===== config.mk =====
export PLATFORM = sky130hd
export DESIGN_NAME = fpu_result_buffer
export DESIGN_NICKNAME = d
export VERILOG_FILES = /design/src/rtl/fpu_result_buffer.sv
export SDC_FILE = /design/constraint.sdc
export NUM_CORES = 1
export LEC_CHECK = 0
export BUFFER_PORTS_ARGS = -buffer_cell sky130_fd_sc_hd__buf_4
export CORE_MARGIN = 1.5
export CORE_UTILIZATION = 33
export CTS_CLUSTER_DIAMETER = 80
export DETAILED_ROUTE_END_ITERATION = 8
export SLEW_MARGIN = 30
export SYNTH_ARGS = -nofsm -noshare
export SYNTH_HDL_FRONTEND = slang
export SYNTH_SLANG_ARGS = --single-unit

===== constraint.sdc =====
create_clock -name clk_i -period 8.3 [get_ports clk_i]
set_input_delay 0.83 -clock clk_i [delete_from_list [all_inputs] [get_ports clk_i]]
set_output_delay 0.83 -clock clk_i [all_outputs]
set_load 0.05 [all_outputs]

===== src/rtl/fpu_result_buffer.sv =====
// fpu_result_buffer: FWFT result FIFO between the FPU and commit, with issue credits,
// sticky exception flags and a sticky overflow error.
module fpu_result_buffer #(
  parameter int DEPTH     = 4,
  parameter int WIDTH     = 64,
  parameter int TAG_WIDTH = 5
) (
  input  logic                   clk_i,
  input  logic                   rst_i,
  input  logic                   flush_i,
  input  logic                   issue_i,
  output logic                   can_issue_o,
  input  logic                   fpu_valid_i,
  input  logic [WIDTH-1:0]       fpu_result_i,
  input  logic [4:0]             fpu_status_i,
  input  logic [TAG_WIDTH-1:0]   fpu_tag_i,
  output logic                   out_valid_o,
  input  logic                   out_ready_i,
  output logic [WIDTH-1:0]       out_result_o,
  output logic [4:0]             out_status_o,
  output logic [TAG_WIDTH-1:0]   out_tag_o,
  output logic [4:0]             fflags_o,
  input  logic                   fflags_clr_i,
  output logic [$clog2(DEPTH):0] count_o,
  output logic                   overflow_o
);
  localparam int AW = $clog2(DEPTH);
  localparam int CW = AW + 1;
  logic [AW-1:0]        wptr_q, wptr_d, rptr_q, rptr_d;
  logic [CW-1:0]        count_q, count_d, infl_q, infl_d;
  logic [4:0]           fflags_q, fflags_d;
  logic                 ovf_q, ovf_d;
  logic [WIDTH-1:0]     res_mem [DEPTH];
  logic [4:0]           sts_mem [DEPTH];
  logic [TAG_WIDTH-1:0] tag_mem [DEPTH];
  logic                 full, pop, push, drop, inc, dec;
  assign out_valid_o  = count_q != '0;
  assign out_result_o = res_mem[rptr_q];
  assign out_status_o = sts_mem[rptr_q];
  assign out_tag_o    = tag_mem[rptr_q];
  assign count_o      = count_q;
  assign fflags_o     = fflags_q;
  assign overflow_o   = ovf_q;
  assign can_issue_o  = ({1'b0, count_q} + {1'b0, infl_q}) < (CW + 1)'(DEPTH);
  always_comb begin
    full     = count_q == CW'(DEPTH);
    pop      = out_valid_o & out_ready_i & ~flush_i;
    push     = fpu_valid_i & ~flush_i & (~full | pop);
    drop     = fpu_valid_i & ~flush_i & full & ~pop;
    // credits saturate at both ends; a coincident issue and result cancel out
    inc      = issue_i & (~&infl_q | fpu_valid_i);
    dec      = fpu_valid_i & ((infl_q != '0) | issue_i);
    wptr_d   = flush_i ? '0 : wptr_q + AW'(push);
    rptr_d   = flush_i ? '0 : rptr_q + AW'(pop);
    count_d  = flush_i ? '0 : count_q + CW'(push) - CW'(pop);
    infl_d   = flush_i ? '0 : infl_q + CW'(inc) - CW'(dec);
    fflags_d = pop ? (fflags_clr_i ? out_status_o : fflags_q | out_status_o)
                   : (fflags_clr_i ? 5'b0 : fflags_q);
    ovf_d    = ovf_q | drop;
  end
  always_ff @(posedge clk_i or posedge rst_i) begin
    if (rst_i) begin
      wptr_q   <= '0;
      rptr_q   <= '0;
      count_q  <= '0;
      infl_q   <= '0;
      fflags_q <= '0;
      ovf_q    <= 1'b0;
    end else begin
      wptr_q   <= wptr_d;
      rptr_q   <= rptr_d;
      count_q  <= count_d;
      infl_q   <= infl_d;
      fflags_q <= fflags_d;
      ovf_q    <= ovf_d;
    end
  end
  always_ff @(posedge clk_i) begin
    if (push) begin
      res_mem[wptr_q] <= fpu_result_i;
      sts_mem[wptr_q] <= fpu_status_i;
      tag_mem[wptr_q] <= fpu_tag_i;
    end
  end
endmodule

# Yosys cells after proc, flatten, opt, wreduce, memory -nomap -nowiden
# Memory sizes are Yosys's and may differ from the RTL's.
# Cells that the tools add are included.
[op_classes] addsub=7 n_lt_le_gt_ge=1 n_eq_ne=1 mux=9 bitwise=16 n_reduce_logical=5
[op_table] operator="$mux 5" count=3
[op_table] operator="$and 1x1->1" count=8
[op_table] operator="$add 3x1->3" count=2
[op_table] operator="$mux 3" count=2
[op_table] operator="$reduce_bool 3->1" count=2
[op_table] operator="$sub 3x1->3" count=2
[op_table] operator="$or 5x5->5" count=1
[op_table] operator="$add 2x1->2" count=2
[op_table] operator="$add 3x3->4" count=1
[op_table] operator="$lt 4x3->1 const B" count=1
[op_table] operator="$mux 2" count=2
[op_table] operator="$or 1x1->1" count=4
[op_table] operator="$eq 3x3->1 const B" count=1
[op_table] operator="$not 1->1" count=3
[op_table] operator="$reduce_and 3->1" count=1
[op_table] operator="$mux 1" count=2
[op_table] operator="$reduce_bool 2->1" count=1
[op_table] operator="$logic_not 1->1" count=1
[totals] ff_bits=16 mem_bits_rw=296 inputBits=81 out_inout_bits=85 word_cells=48 mem_count=3
[memory_table] name="res_mem" words=4 word_bits=64 rd=1 rd_clocked_by_memory_dff=0 wr=1 line="33" source="logic [WIDTH-1:0] res_mem [DEPTH];"
[memory_table] name="sts_mem" words=4 word_bits=5 rd=1 rd_clocked_by_memory_dff=0 wr=1 line="34" source="logic [4:0] sts_mem [DEPTH];"
[memory_table] name="tag_mem" words=4 word_bits=5 rd=1 rd_clocked_by_memory_dff=0 wr=1 line="35" source="logic [TAG_WIDTH-1:0] tag_mem [DEPTH];"

# Depth between registers and ports, before layout
[depth] word_depth=8 depth_mapped=10

# Worst setup path after synthesis
# OpenSTA, ideal clock, no wires.
[synth_path] path_kind="in2reg" startpoint="input port flush_i" endpoint="memory res_mem[1][0], enable pin" setup_time_ns=0.714 t_arrival_ns=8.653 required_ns=7.586 path_slack_ns=-1.067 cell_stages=2 path_cell_list="nand2b_1 nor4b_1"
[synth_between] elab_chain_cells=6
[synth_rtl] element="start, declared" line="10" source="input logic flush_i,"
[synth_rtl] element="$not 1->1 *" line="47, 48"
[synth_rtl] element="$and 1x1->1" line="47" source="pop = out_valid_o & out_ready_i & ~flush_i;"
[synth_rtl] element="$or 1x1->1" line="48" source="push = fpu_valid_i & ~flush_i & (~full | pop);"
[synth_rtl] element="$and 1x1->1 *" line="48"
[synth_rtl] element="$mux 1 *" line="79" source="if (push) begin"
[synth_rtl] element="$mux 1 (not written as such) *" line="80" source="res_mem[wptr_q] <= fpu_result_i;"
[synth_rtl] element="end, declared" line="33"
# Mark *: on every way between the ends. The rest lies on a longest branch, timed or not.

# Final worst setup path
[layout_path] startpoint="register rptr_q[0]" endpoint="output port out_result_o[61]"
[layout_between] elab_chain_cells=1
[layout_rtl] element="start, declared" line="29" source="logic [AW-1:0] wptr_q, wptr_d, rptr_q, rptr_d;"
[layout_rtl] element="start signal, assigned" line="71" source="rptr_q <= rptr_d;"
[layout_rtl] element="$mem_v2 4x64"
[layout_rtl] element="end, declared" line="19" source="output logic [WIDTH-1:0] out_result_o,"
# No other way between the ends.

==> results.json <==
{
  "status": "completed",
  "final_util": 0.420,
  "fmax_ghz": 0.256,
  "ys_top_cells_by_count": "edfxtp_1, mux4_2, dfrtp_1",
  "cp.arrival_ns": 3.07,
  "ios": 166,
  "routed_wl_mm": 22.3,
  "p_leak_nw": 4.89,
  "worstHoldPathType": "in2async",
  "clk_pin_slew_ns": 0.06,
  "dieArea_sq_um": 36000,
  "met2_length_mm": 11.2,
  "syn_avg_cell_area_sq_um": 25.2,
  "die_y_microns": 190,
  "holdBufCountCts": 0,
  "rsz0062_at_grt": "false",
  "cts_resized": 0,
  "drv_slew": 0,
  "drv_cap": 0,
  "cts_sinks": 312,
  "n_fill_cell": 2982,
  "reg2reg_slack_ns": 5.54,
  "viasPerCell": 4.67,
  "seqPwrFrac": 0.452,
  "antenna_cells": 0,
  "min_period_over_period": 0.470,
  "layout.nets": 741,
  "portBuffers": 165,
  "grt.total_usage": 0.127,
  "power.switching_mw": 1.10,
  "multi_input_area_sq_um": 2130,
  "gp_congestion": 0.696,
  "fin_tns_setup_ns": 0,
  "drtIter0Drc": 314,
  "total_power_mw": 4.09,
  "fin_skew_ns": 0.0107,
  "period_minus_slack_ns": 3.90,
  "preCtsSetupSlack_ns": 4.76,
  "wl_per_cell_microns": 19.7,
  "clockRootBuffer": "clkbuf_16",
  "clk_latency_ns": 0.49,
  "finalHoldViolations": 0,
  "setup_viol": 0,
  "r2r-start": "count_o[1]",
  "antenna_left": 0,
  "areaGrowthSynthToFinish_pct": 25.6,
  "synth_most_common_cell": "edfxtp_1",
  "synth.ff_latch_count": 312,
  "seq_area_sq_um": 9300,
  "ys_types": 28,
  "clock_path_buffers": 3,
  "netlist.area_leader.share": 0.771,
  "crit_fanout": 39,
  "numCtsBuffers": 34,
  "wl_met3_mm": 1.14,
  "overflow": 0,
  "powerDensity_nw_per_um2": 282,
  "num_rows": 68,
  "sw_frac_of_total": 0.269,
  "r2r-end": "count_o[2]",
  "cp.required_ns": 7.47,
  "yosys.area.top_type": "edfxtp_1",
  "h-tree-depth": 2,
  "vdd_drop_max_mv": 0.171,
  "highest_layer": "met4",
  "ys_warn_count": 0,
  "synth.top_cells.by_area": "edfxtp_1, mux4_2, dfrtp_1",
  "p_clk_frac": 0.363,
  "die_w_microns": 190,
  "grt_max_degree": 43,
  "grt_pass1_vias": 5976,
  "endpoint_kind": "output port",
  "drive_above_1_share": 0.452,
  "syn_nets": 548,
  "initial_core_util": 0.334,
  "core_sq_um": 34500,
  "reg2reg_depth": 9,
  "syn_inst": 457,
  "netlist_area_sq_um": 11500,
  "vias": 5273,
  "cts_tree": "done",
  "ys.flop_type": "edfxtp_1",
  "seq_area_frac_synth": 0.806,
  "setup_ws_ns": 4.40,
  "crit_start": "rptr_q[0]",
  "wl_met1_mm": 9.48,
  "path_class": "reg2out",
  "dp.final_hpwl_mm": 13.7,
  "cp-start-kind": "register",
  "antenna_found_initial": 0,
  "comb_power_share": 0.185,
  "worstMarginPinSlew_ns": 0.935,
  "cts_setup_buffers": 0,
  "synth-async-reset-ratio": 0.0513,
  "max-slew-margin-rel": 0.375,
  "firstDrtPassIters": 5,
  "synth_edf_count": 296,
  "grt_pass1_wl_mm": 34.9,
  "p_int_mw": 2.99,
  "route.detailed.drc": 0
}
## sequential cells by signal (all words and copies together), names as in the netlist
register	flops
count_o	3
fflags_o	5
infl_q	3
overflow_o	1
res_mem	256
rptr_q	2
sts_mem	20
tag_mem	20
wptr_q	2
## power groups by stage
stage                     registers, mW  clock network (mW)  logic, mW
after detailed placement           1.88                   0      0.766
after global placement             1.88                   0      0.750
final                              1.85                1.48      0.756
after floorplan                    1.90                   0      0.517
after global routing               1.86                1.59      0.800
after CTS                          1.85                1.53      0.769
## metrics by stage
step	cell area, sq um	hold slack (ns)	cells
after CTS	14500	0.434	1130
after global placement	13300	0.466	1068
after global routing	14500	0.477	1130
after detailed placement	13400	0.465	1069
final	14500	0.431	1130
after floorplan	11500	0.556	457
## area by class of cell
type                    count  area share
repair buffers            175      0.0921
clock inverters            15      0.0105
well taps                 455      0.0393
flip-flops and latches    312       0.642
inverters                   7     0.00182
multi-input cells         120       0.147
clock buffers              46      0.0670
## cells by family after synthesis
family                     share of synthesized area
and+or+nand+nor                               0.0136
xor gates and xnor gates                     0.00543
DFF                                            0.806
muxes                                          0.145
adders and majority gates                     0.0122
buffers and inverters                         0.0119
AOI/OAI and AO/OA                            0.00608
## placed cells by master (no fill, tap or decap), types with 2 or more instances in the layout
cell type | netlist | layout
a32o_1 | 5 | 5
buf_4 | 7 | 174
bufinv_16 | 0 | 3
clkbuf_1 | 2 | 8
clkbuf_16 | 0 | 37
clkinv_1 | 0 | 6
clkinv_2 | 0 | 3
clkinvlp_4 | 0 | 2
dfrtp_1 | 16 | 14
dfrtp_4 | 0 | 2
edfxtp_1 | 296 | 296
fa_1 | 2 | 2
ha_1 | 8 | 8
inv_1 | 7 | 7
mux4_2 | 74 | 74
nor2_1 | 7 | 7
nor2b_1 | 5 | 5
nor4b_2 | 1 | 3
xnor2_1 | 2 | 2
xnor3_1 | 2 | 2
## routing by layer
| metal | up-vias | global-route usage |
|---|---|---|
| met2 | 137 | 0.215 |
| met3 | 36 | 0.0304 |
| met5 | - | 0 |
| met1 | 2763 | 0.161 |
| li1 | 2337 | - |
| met4 | 0 | 0.0372 |
## how the worst max path moves through the flow
stage | end | slack, ns | cells past startpoint
floorplan | res_mem[1][0] | -1.07 | 2
global placement | out_result_o[5] | 4.80 | 3
detailed placement | out_result_o[11] | 4.76 | 3
CTS | out_result_o[61] | 4.22 | 3
global route | out_result_o[4] | 4.08 | 3
finish | out_result_o[61] | 4.40 | 3
## critical path: stages (launching register included)
cell     delay (ns)
dfrtp_4        0.92
buf_4          0.77
mux4_2         0.63
buf_4          0.21
No activity file was read; power rests on OpenSTA's default activity.
